===== src/rtl/instr_fetch_ctrl.sv =====
// ---------------------------------------------------------------------------
// instr_fetch_ctrl
//
// Sequencer owning the single port of the instruction memory (DEPTH x DATA_W).
// A program streamed in by the host is written to consecutive addresses from
// 0. On start the program is fetched in order (or along jumps requested by the
// execution engine) and each opcode is offered over a valid/ready handshake.
//
// The memory is assumed to register its read data: the address presented
// during FETCH is captured by the memory at the end of FETCH, so the opcode is
// visible on mem_rdata during WAIT and is taken into instr_data on WAIT->ISSUE.
// In cycles: start seen in cycle 0, FETCH in cycle 1, WAIT in cycle 2,
// instr_valid high from cycle 3. Each handshake restarts the same
// 3-cycle FETCH/WAIT/ISSUE sequence.
//
// Ports
//   clk, rst_n        clock; asynchronous active-low reset
//   load_valid/load_data/load_last/load_ready
//                     host program stream (load_ready registered)
//   start             request to run the loaded program from address 0
//   instr_valid/instr_data/instr_addr/instr_ready
//                     opcode offer to the execution engine
//   jump_valid/jump_addr
//                     redirect of the next fetch, sampled with the handshake
//   mem_addr/mem_we/mem_wdata/mem_rdata
//                     instruction memory port
//   busy, done, err   status; err is a single-cycle pulse
//
// All outputs are registered; every output register is loaded from the
// value computed for the next state.
// ---------------------------------------------------------------------------
module instr_fetch_ctrl #(
  parameter int DEPTH  = 10,
  parameter int ADDR_W = 4,
  parameter int DATA_W = 26
) (
  input  logic              clk,
  input  logic              rst_n,
  input  logic              load_valid,
  input  logic [DATA_W-1:0] load_data,
  input  logic              load_last,
  output logic              load_ready,
  input  logic              start,
  output logic              instr_valid,
  output logic [DATA_W-1:0] instr_data,
  output logic [ADDR_W-1:0] instr_addr,
  input  logic              instr_ready,
  input  logic              jump_valid,
  input  logic [ADDR_W-1:0] jump_addr,
  output logic [ADDR_W-1:0] mem_addr,
  output logic              mem_we,
  output logic [DATA_W-1:0] mem_wdata,
  input  logic [DATA_W-1:0] mem_rdata,
  output logic              busy,
  output logic              done,
  output logic              err
);

  // Program length needs to represent DEPTH itself, one more than the
  // largest address. Comparisons between addresses and lengths are done in a
  // width wide enough for both so neither side is truncated.
  localparam int LEN_W = $clog2(DEPTH + 1);
  localparam int CMP_W = ((ADDR_W > LEN_W) ? ADDR_W : LEN_W) + 1;

  typedef enum logic [2:0] {
    S_IDLE,
    S_LOAD,
    S_FETCH,
    S_WAIT,
    S_ISSUE,
    S_DONE
  } state_t;

  state_t            state_q, state_d;
  logic [ADDR_W-1:0] wr_ptr_q, wr_ptr_d;
  logic [ADDR_W-1:0] pc_q, pc_d;
  logic [LEN_W-1:0]  prog_len_q, prog_len_d;

  logic              load_ready_d;
  logic              instr_valid_d;
  logic [DATA_W-1:0] instr_data_d;
  logic [ADDR_W-1:0] instr_addr_d;
  logic [ADDR_W-1:0] mem_addr_d;
  logic              mem_we_d;
  logic [DATA_W-1:0] mem_wdata_d;
  logic              busy_d;
  logic              done_d;
  logic              err_d;

  logic              load_acc;
  logic [ADDR_W-1:0] load_ptr;
  logic              load_full;
  logic              load_end;
  logic              jump_ok;
  logic              pc_is_last;

  // load_ready is only ever high in IDLE/LOAD/DONE, so an accept implies one
  // of those states.
  assign load_acc  = load_valid & load_ready;

  // A word accepted outside LOAD begins a new program at address 0.
  assign load_ptr  = (state_q == S_LOAD) ? wr_ptr_q : '0;
  assign load_full = (load_ptr == ADDR_W'(DEPTH - 1));
  assign load_end  = load_last | load_full;

  assign jump_ok    = (CMP_W'(jump_addr) < CMP_W'(prog_len_q));
  assign pc_is_last = ((CMP_W'(pc_q) + CMP_W'(1)) == CMP_W'(prog_len_q));

  // -------------------------------------------------------------------------
  // Next-state and next-output logic
  // -------------------------------------------------------------------------
  always_comb begin
    state_d       = state_q;
    wr_ptr_d      = wr_ptr_q;
    pc_d          = pc_q;
    prog_len_d    = prog_len_q;
    instr_valid_d = instr_valid;
    instr_data_d  = instr_data;
    instr_addr_d  = instr_addr;
    mem_addr_d    = mem_addr;
    mem_we_d      = 1'b0;
    mem_wdata_d   = mem_wdata;
    err_d         = 1'b0;

    unique case (state_q)
      S_IDLE, S_LOAD, S_DONE: begin
        if (load_acc) begin
          // Load has priority over a coincident start.
          mem_addr_d  = load_ptr;
          mem_we_d    = 1'b1;
          mem_wdata_d = load_data;
          wr_ptr_d    = load_ptr + ADDR_W'(1);
          if (load_end) begin
            state_d    = S_IDLE;
            prog_len_d = LEN_W'(CMP_W'(load_ptr) + CMP_W'(1));
          end else begin
            state_d = S_LOAD;
          end
        end else if (start && (state_q != S_LOAD)) begin
          if (prog_len_q != '0) begin
            pc_d       = '0;
            mem_addr_d = '0;
            state_d    = S_FETCH;
          end else begin
            err_d = 1'b1;
          end
        end
      end

      // Address is already on mem_addr; memory captures it this cycle.
      S_FETCH: begin
        state_d = S_WAIT;
      end

      S_WAIT: begin
        state_d       = S_ISSUE;
        instr_valid_d = 1'b1;
        instr_data_d  = mem_rdata;
        instr_addr_d  = pc_q;
      end

      // Offer is held untouched until the engine takes it. The next fetch
      // address goes straight onto mem_addr so FETCH needs no extra cycle.
      S_ISSUE: begin
        if (instr_ready) begin
          instr_valid_d = 1'b0;
          if (jump_valid) begin
            if (jump_ok) begin
              pc_d       = jump_addr;
              mem_addr_d = jump_addr;
              state_d    = S_FETCH;
            end else begin
              err_d   = 1'b1;
              state_d = S_DONE;
            end
          end else if (pc_is_last) begin
            state_d = S_DONE;
          end else begin
            pc_d       = pc_q + ADDR_W'(1);
            mem_addr_d = pc_q + ADDR_W'(1);
            state_d    = S_FETCH;
          end
        end
      end

      default: begin
        state_d = S_IDLE;
      end
    endcase

    // After the DEPTH-th word the host is held off for one cycle so a
    // back-to-back word is not mistaken for the start of a new program.
    load_ready_d = (state_d inside {S_IDLE, S_LOAD, S_DONE}) &&
                   !(load_acc && load_full);
    busy_d       = (state_d inside {S_LOAD, S_FETCH, S_WAIT, S_ISSUE});
    done_d       = (state_d == S_DONE);
  end

  // -------------------------------------------------------------------------
  // State and output registers
  // -------------------------------------------------------------------------
  always_ff @(posedge clk or negedge rst_n) begin
    if (!rst_n) begin
      state_q     <= S_IDLE;
      wr_ptr_q    <= '0;
      pc_q        <= '0;
      prog_len_q  <= '0;
      load_ready  <= 1'b0;
      instr_valid <= 1'b0;
      instr_data  <= '0;
      instr_addr  <= '0;
      mem_addr    <= '0;
      mem_we      <= 1'b0;
      mem_wdata   <= '0;
      busy        <= 1'b0;
      done        <= 1'b0;
      err         <= 1'b0;
    end else begin
      state_q     <= state_d;
      wr_ptr_q    <= wr_ptr_d;
      pc_q        <= pc_d;
      prog_len_q  <= prog_len_d;
      load_ready  <= load_ready_d;
      instr_valid <= instr_valid_d;
      instr_data  <= instr_data_d;
      instr_addr  <= instr_addr_d;
      mem_addr    <= mem_addr_d;
      mem_we      <= mem_we_d;
      mem_wdata   <= mem_wdata_d;
      busy        <= busy_d;
      done        <= done_d;
      err         <= err_d;
    end
  end

endmodule


===== config.mk =====
export PLATFORM = sky130hd
export DESIGN_NAME = instr_fetch_ctrl
export DESIGN_NICKNAME = d
export VERILOG_FILES = /design/src/rtl/instr_fetch_ctrl.sv
export SDC_FILE = /design/constraint.sdc
export NUM_CORES = 1
export LEC_CHECK = 0
export ABC_AREA = 1
export CORE_UTILIZATION = 45
export DETAILED_ROUTE_END_ITERATION = 8
export HOLD_SLACK_MARGIN = 0.05
export PLACE_DENSITY = 0.81
export SLEW_MARGIN = 15
export SYNTH_ARGS = -nofsm -noshare
export SYNTH_HDL_FRONTEND = slang
export SYNTH_SLANG_ARGS = --single-unit
export TNS_END_PERCENT = 50

===== constraint.sdc =====
create_clock -name clk -period 2.78 [get_ports clk]
set_clock_uncertainty 0.15 [all_clocks]
set_input_delay 0.556 -clock clk [delete_from_list [all_inputs] [get_ports clk]]
set_output_delay 0.556 -clock clk [all_outputs]
set_load 0.1 [all_outputs]

Word-level counts from Yosys, hierarchy flattened
Index checks and enable logic that the tools add are counted.
- register bits after elaboration: 81
- latch bits: 0
- memory bits (writable): 0
- bits in read-only memories: 0
- input bits: 63
- output and inout bits: 66
- word-level logic and storage cells: 90
- memories kept: 0
- $add $sub $neg: 4
- multipliers: 0
- div/mod/pow operators: 0
- $lt $le $gt $ge: 1
- equality and inequality tests: 21
- shifts and indexed selects: 0
- multiplexer cells: 31
- bitwise logic cells: 2
- reductions and logical operators: 17
- operator list (operator ; count):
    $mux W4 ; 9
    $mux W3 ; 7
    $pmux W4 S2 ; 2
    $add A4 B1 Y4 const B ; 3
    $eq A3 B2 Y1 const B ; 4
    $eq A3 B3 Y1 const B ; 4
    $ne A3 B3 Y1 const B ; 4
    $pmux W3 S4 ; 1
    $mux W1 ; 10
    $ne A2 B2 Y1 const B ; 4
    $reduce_bool A4 Y1 ; 2
    $reduce_and A7 Y1 ; 1
    $eq A3 B1 Y1 const B ; 2
    $logic_not A3 Y1 ; 2
    $reduce_and A6 Y1 ; 1
    $add A4 B1 Y5 const B ; 1
    $eq A5 B4 Y1 ; 1
    $eq A4 B4 Y1 const B ; 1
    $lt A4 B4 Y1 ; 1
    $pmux W1 S2 ; 2
    $reduce_and A2 Y1 ; 2
    $reduce_bool A2 Y1 ; 2
    $logic_and A1 B1 Y1 ; 3
    $ne A3 B1 Y1 const B ; 1
    6 further kinds ; 6

Longest topological paths before layout
- depth after elaboration: 10
- depth in mapped cells: 15
- mapped depth without buffers: 15

Least setup slack after synthesis
OpenSTA, ideal clock, no wires.
- path kind: register -> register
- from: reg load_ready
- to: reg busy
- setup time: 0.069 ns
- data arrival time: 2.055 ns
- required time: 2.561 ns
- path slack: 0.506 ns
- cell stages (with the launch flop): 10
- buffers on the path: 0
- period minus slack after synthesis: 2.274 ns
- cell sequence: dfrtp_1 -> nand2_1 -> inv_1 -> nand3_1 -> nor2_2 -> a21oi_1 -> a21oi_2 -> nand2_2 -> and2_4 -> nor2_2
- longest elaborated chain between the ends: 5
- elaborated cells on any way between the ends: 8
- classes of those cells: eq/ne: 4; mux: 2; bitwise: 1; reduce/logical: 1
- RTL lines (item ; line ; source):
    start: declaration ; 42 ; output logic load_ready,
    start signal: assignment ; 223 ; load_ready <= load_ready_d;
    $and A1 B1 Y1 * ; 99 ; assign load_acc = load_valid & load_ready;
    $mux W3 * ; 127 ; if (load_acc) begin
    $pmux W3 S4 * ; 125 ; unique case (state_q)
    net state_d[0] ; 74 ; state_t state_q, state_d;
    $eq A3 B1 Y1, or another cell as far along ; 195 ; busy_d = (state_d inside {S_LOAD, S_FETCH, S_WAIT, S_ISSUE});
    $reduce_bool A4 Y1 * ; 195 ;
    net busy_d ; 86 ; logic busy_d;
    end signal: assignment ; 230 ; busy <= busy_d;
    end: declaration ; 54 ; output logic busy,
Mark *: on every way through the listed nets, which the timed path passes. The rest lies on a longest branch.
A chain may end at the register's enable or synchronous reset.

Final worst setup path
- from: reg state_q[1]
- to: reg prog_len_q[1]
- longest elaborated chain between the ends: 5
- elaborated cells on any way between the ends: 9
- classes of those cells: add/sub: 1; eq/ne: 3; mux: 1; bitwise: 1; reduce/logical: 3
- RTL lines (item ; line ; source):
    start: declaration ; 74 ;
    start signal: assignment ; 219 ; state_q <= state_d;
    $eq A3 B1 Y1 ; 102, 125 ;
    $mux W4 ; 102 ; assign load_ptr = (state_q == S_LOAD) ? wr_ptr_q : '0;
    $eq A4 B4 Y1 ; 103 ; assign load_full = (load_ptr == ADDR_W'(DEPTH - 1));
    $or A1 B1 Y1 ; 104 ; assign load_end = load_last | load_full;
    $reduce_and A3 Y1 (no source line) ; -- ;
    end signal: assignment ; 222 ; prog_len_q <= prog_len_d;
    end: declaration ; 77 ; logic [LEN_W-1:0] prog_len_q, prog_len_d;
Parallel ways exist; a longest one is shown, timed or not.

==> metrics <==
outcome=finished, final reports clean; cts bufs inserted=9; I/O Pins=129; largest net degree at the start of global routing=between 40 and 50; relative slew slack=63.85%; Final setup viols=0; Netlist Area Pre-Place=3580 sq um; number of gates resized after CTS=0; Clock Sinks=81; Synth Area per Inst=between 8 and 9 sq um; placed wire-length estimate=between 6000 and 7000 microns; Die Ht=about 91 microns; met1 GRT Util=approximately 27%; RSZ-0062 raised after global routing=no; area of the multi-input gates=approximately 1400 sq um; CTS tree=built; first-pass GRT wire length=between 10000 and 15000 microns; busiest grt layer=met2; crit end category=flop; # DRC=0; Most used DFF post-synth=dfrtp_1; Critical Path Fanout Max=8; final period utilization=around 87%; Clock Latency Late Sink=~0.33 ns; Slew Limit Fails=0; net count reported at finish=approximately 640; fraction of the yosys area taken by sequential cells=~57%; syn_nets=slightly above 500; DIE AREA=8316 sq um; met3 usage=6.030%; ANT cells=0; Area contributors post-synth=dfrtp_1 (57%), nand2_1 (24%), inv_1 (2.5%); Hold Path Class=in -> async; Clk pin slew, worst setup/hold paths=about 0.070 ns; Reg area=between 2000 and 2500 sq um; Initial Util=a little under half; grt met2 use=roughly a third; Routed WL=8195 microns; total gr overflow=0; die width=approximately 91 microns; fmax=415.0 MHz; Syn Inst Count=436; Yosys reg bits=81; Crit path arrival time=around 2.5 ns; I/O Buffers=roughly 130; clk buf depth=2; Hold Vio Cnt, Final=0; Yosys top cell area share=between 50% and 60%; DR vias=between 3000 and 4000; Core ar.=between 7000 and 8000 sq um; CTS H-tree lvls=3; vias per inst=about 4.7; Root Driver=clkbuf_8; Worst R2R Path Depth=10; cts hold-fix bufs=0; Yosys warnings=0; Post-DRT Antenna Nets=0; Slew @ Worst Pin=0.5414 ns; synthesis-to-finish area growth=39.50%; vias in the first global route=3075; FP Rows=32; initial antenna violation count=0; Routability Congestion=between 0.8 and 0.9; maxcap violations=0; startpoint class of the critical path=flop; leading cell types in the layout, fill and taps excluded=nand2_1 (231), dfrtp_1 (81), buf_4 (69); drt pass-1 iters=6; post-CTS setup repair buffer count=0; Yosys top cell by area=dfrtp_1; drt wl/cell=about 12 microns; Initial DRC Count=about 160; Synth cell types=29; commonest non-fill, non-tap cell in the layout=nand2_1; Final Critical Period=2.409 ns; Total Routing Usage GR=a little over a fifth; EDFF count, synth=0; Post-synth ARST share=between 90% and 100%; fillers=between 600 and 700; final setup TNS=0 ns; layout cells sized above 1=18.45%; Worst Path Required=between 2 and 3 ns; critical path class=reg -> reg
flip-flops by register name, summed over array words and instances (netlist names), 3 cells and up:
register / count
prog_len_q: 4
state_q: 3
instr_addr: 4
pc_q: 4
mem_addr: 4
mem_wdata: 26
instr_data: 26
wr_ptr_q: 4
Yosys cell counts, drive strengths merged, types with 3 or more instances:
| library cell | n |
|---|---|
| inv | 28 |
| buf | 4 |
| nand2 | 235 |
| nand4 | 4 |
| nand3 | 16 |
| ha | 6 |
| clkbuf | 8 |
| nor3 | 3 |
| o21ai | 18 |
| dfrtp | 81 |
| nor2 | 18 |
| a21oi | 3 |
| o211ai | 4 |
routing by layer:
metal / up-vias / routed length (microns)
met5: - / 0
met4: 0 / 112
met3: 9 / 572
met2: 118 / 3826
li1: 1608 / -
met1: 1440 / 3683
cell type report:
cell class / instances / area share (%)
Timing Repair Buffer: 131 / 23.00
Clock inverter: 4 / 0.9020
Clock buffer: 10 / 2.756
Sequential cell: 81 / 40.59
Tap cell: 102 / 2.556
Inverter: 28 / 2.105
Multi-Input combinational cell: 315 / 28.09
final timing paths:
path / from / end / slack (ns)
min: rst_n / instr_data[11] / 0.05
max in group asynchronous: rst_n / wr_ptr_q[0] / 1.85
max reg2reg: state_q[1] / prog_len_q[1] / 0.37
min in group clk: instr_data[13] / instr_data[13] / 0.33
max: state_q[1] / prog_len_q[1] / 0.37
min reg2reg: instr_data[13] / instr_data[13] / 0.33
critical path, stage by stage, from the launching register on:
cell     delay [ns]
dfrtp_1        0.41
inv_1          0.21
nand2_1        0.16
nor2_1         0.31
ha_1           0.22
nand3_1        0.09
nor2_2         0.13
a21oi_1        0.07
nor2_1         0.35
nand2_1        0.12
o21ai_0        0.10
cells by family (layout without fill, tap and decap cells):
family	count (synthesis)	after routing	synth area share [%]
AO/OA/AOI/OAI	28	28	4.439
XOR/XNOR	2	2	0.4894
adder cells (fa/ha/maj)	6	6	2.097
buffers and inverters	40	173	4.334
flip-flops	81	81	56.62
AND/OR/NAND/NOR	279	279	32.02
per-stage QoR:
| step | area, sq um | setup slack [ns] | utilization, % | cells | hold WS (ns) |
|---|---|---|---|---|---|
| floorplan | 3580 | 0.5063 | - | 436 | 0.1104 |
| global placement | 4811 | 0.3845 | 62.26 | 657 | 0.3044 |
| detailed placement | 4811 | 0.3226 | 62.26 | 657 | 0.3103 |
| CTS | 4994 | 0.3626 | 64.62 | 671 | 0.05582 |
| global route | 4994 | 0.08386 | 64.62 | 671 | 0.07325 |
| finish | 4994 | 0.3706 | 64.62 | 671 | 0.04633 |
Power is not shown: default switching activity piles up to over one toggle a cycle in this logic, so the estimate is an artifact.
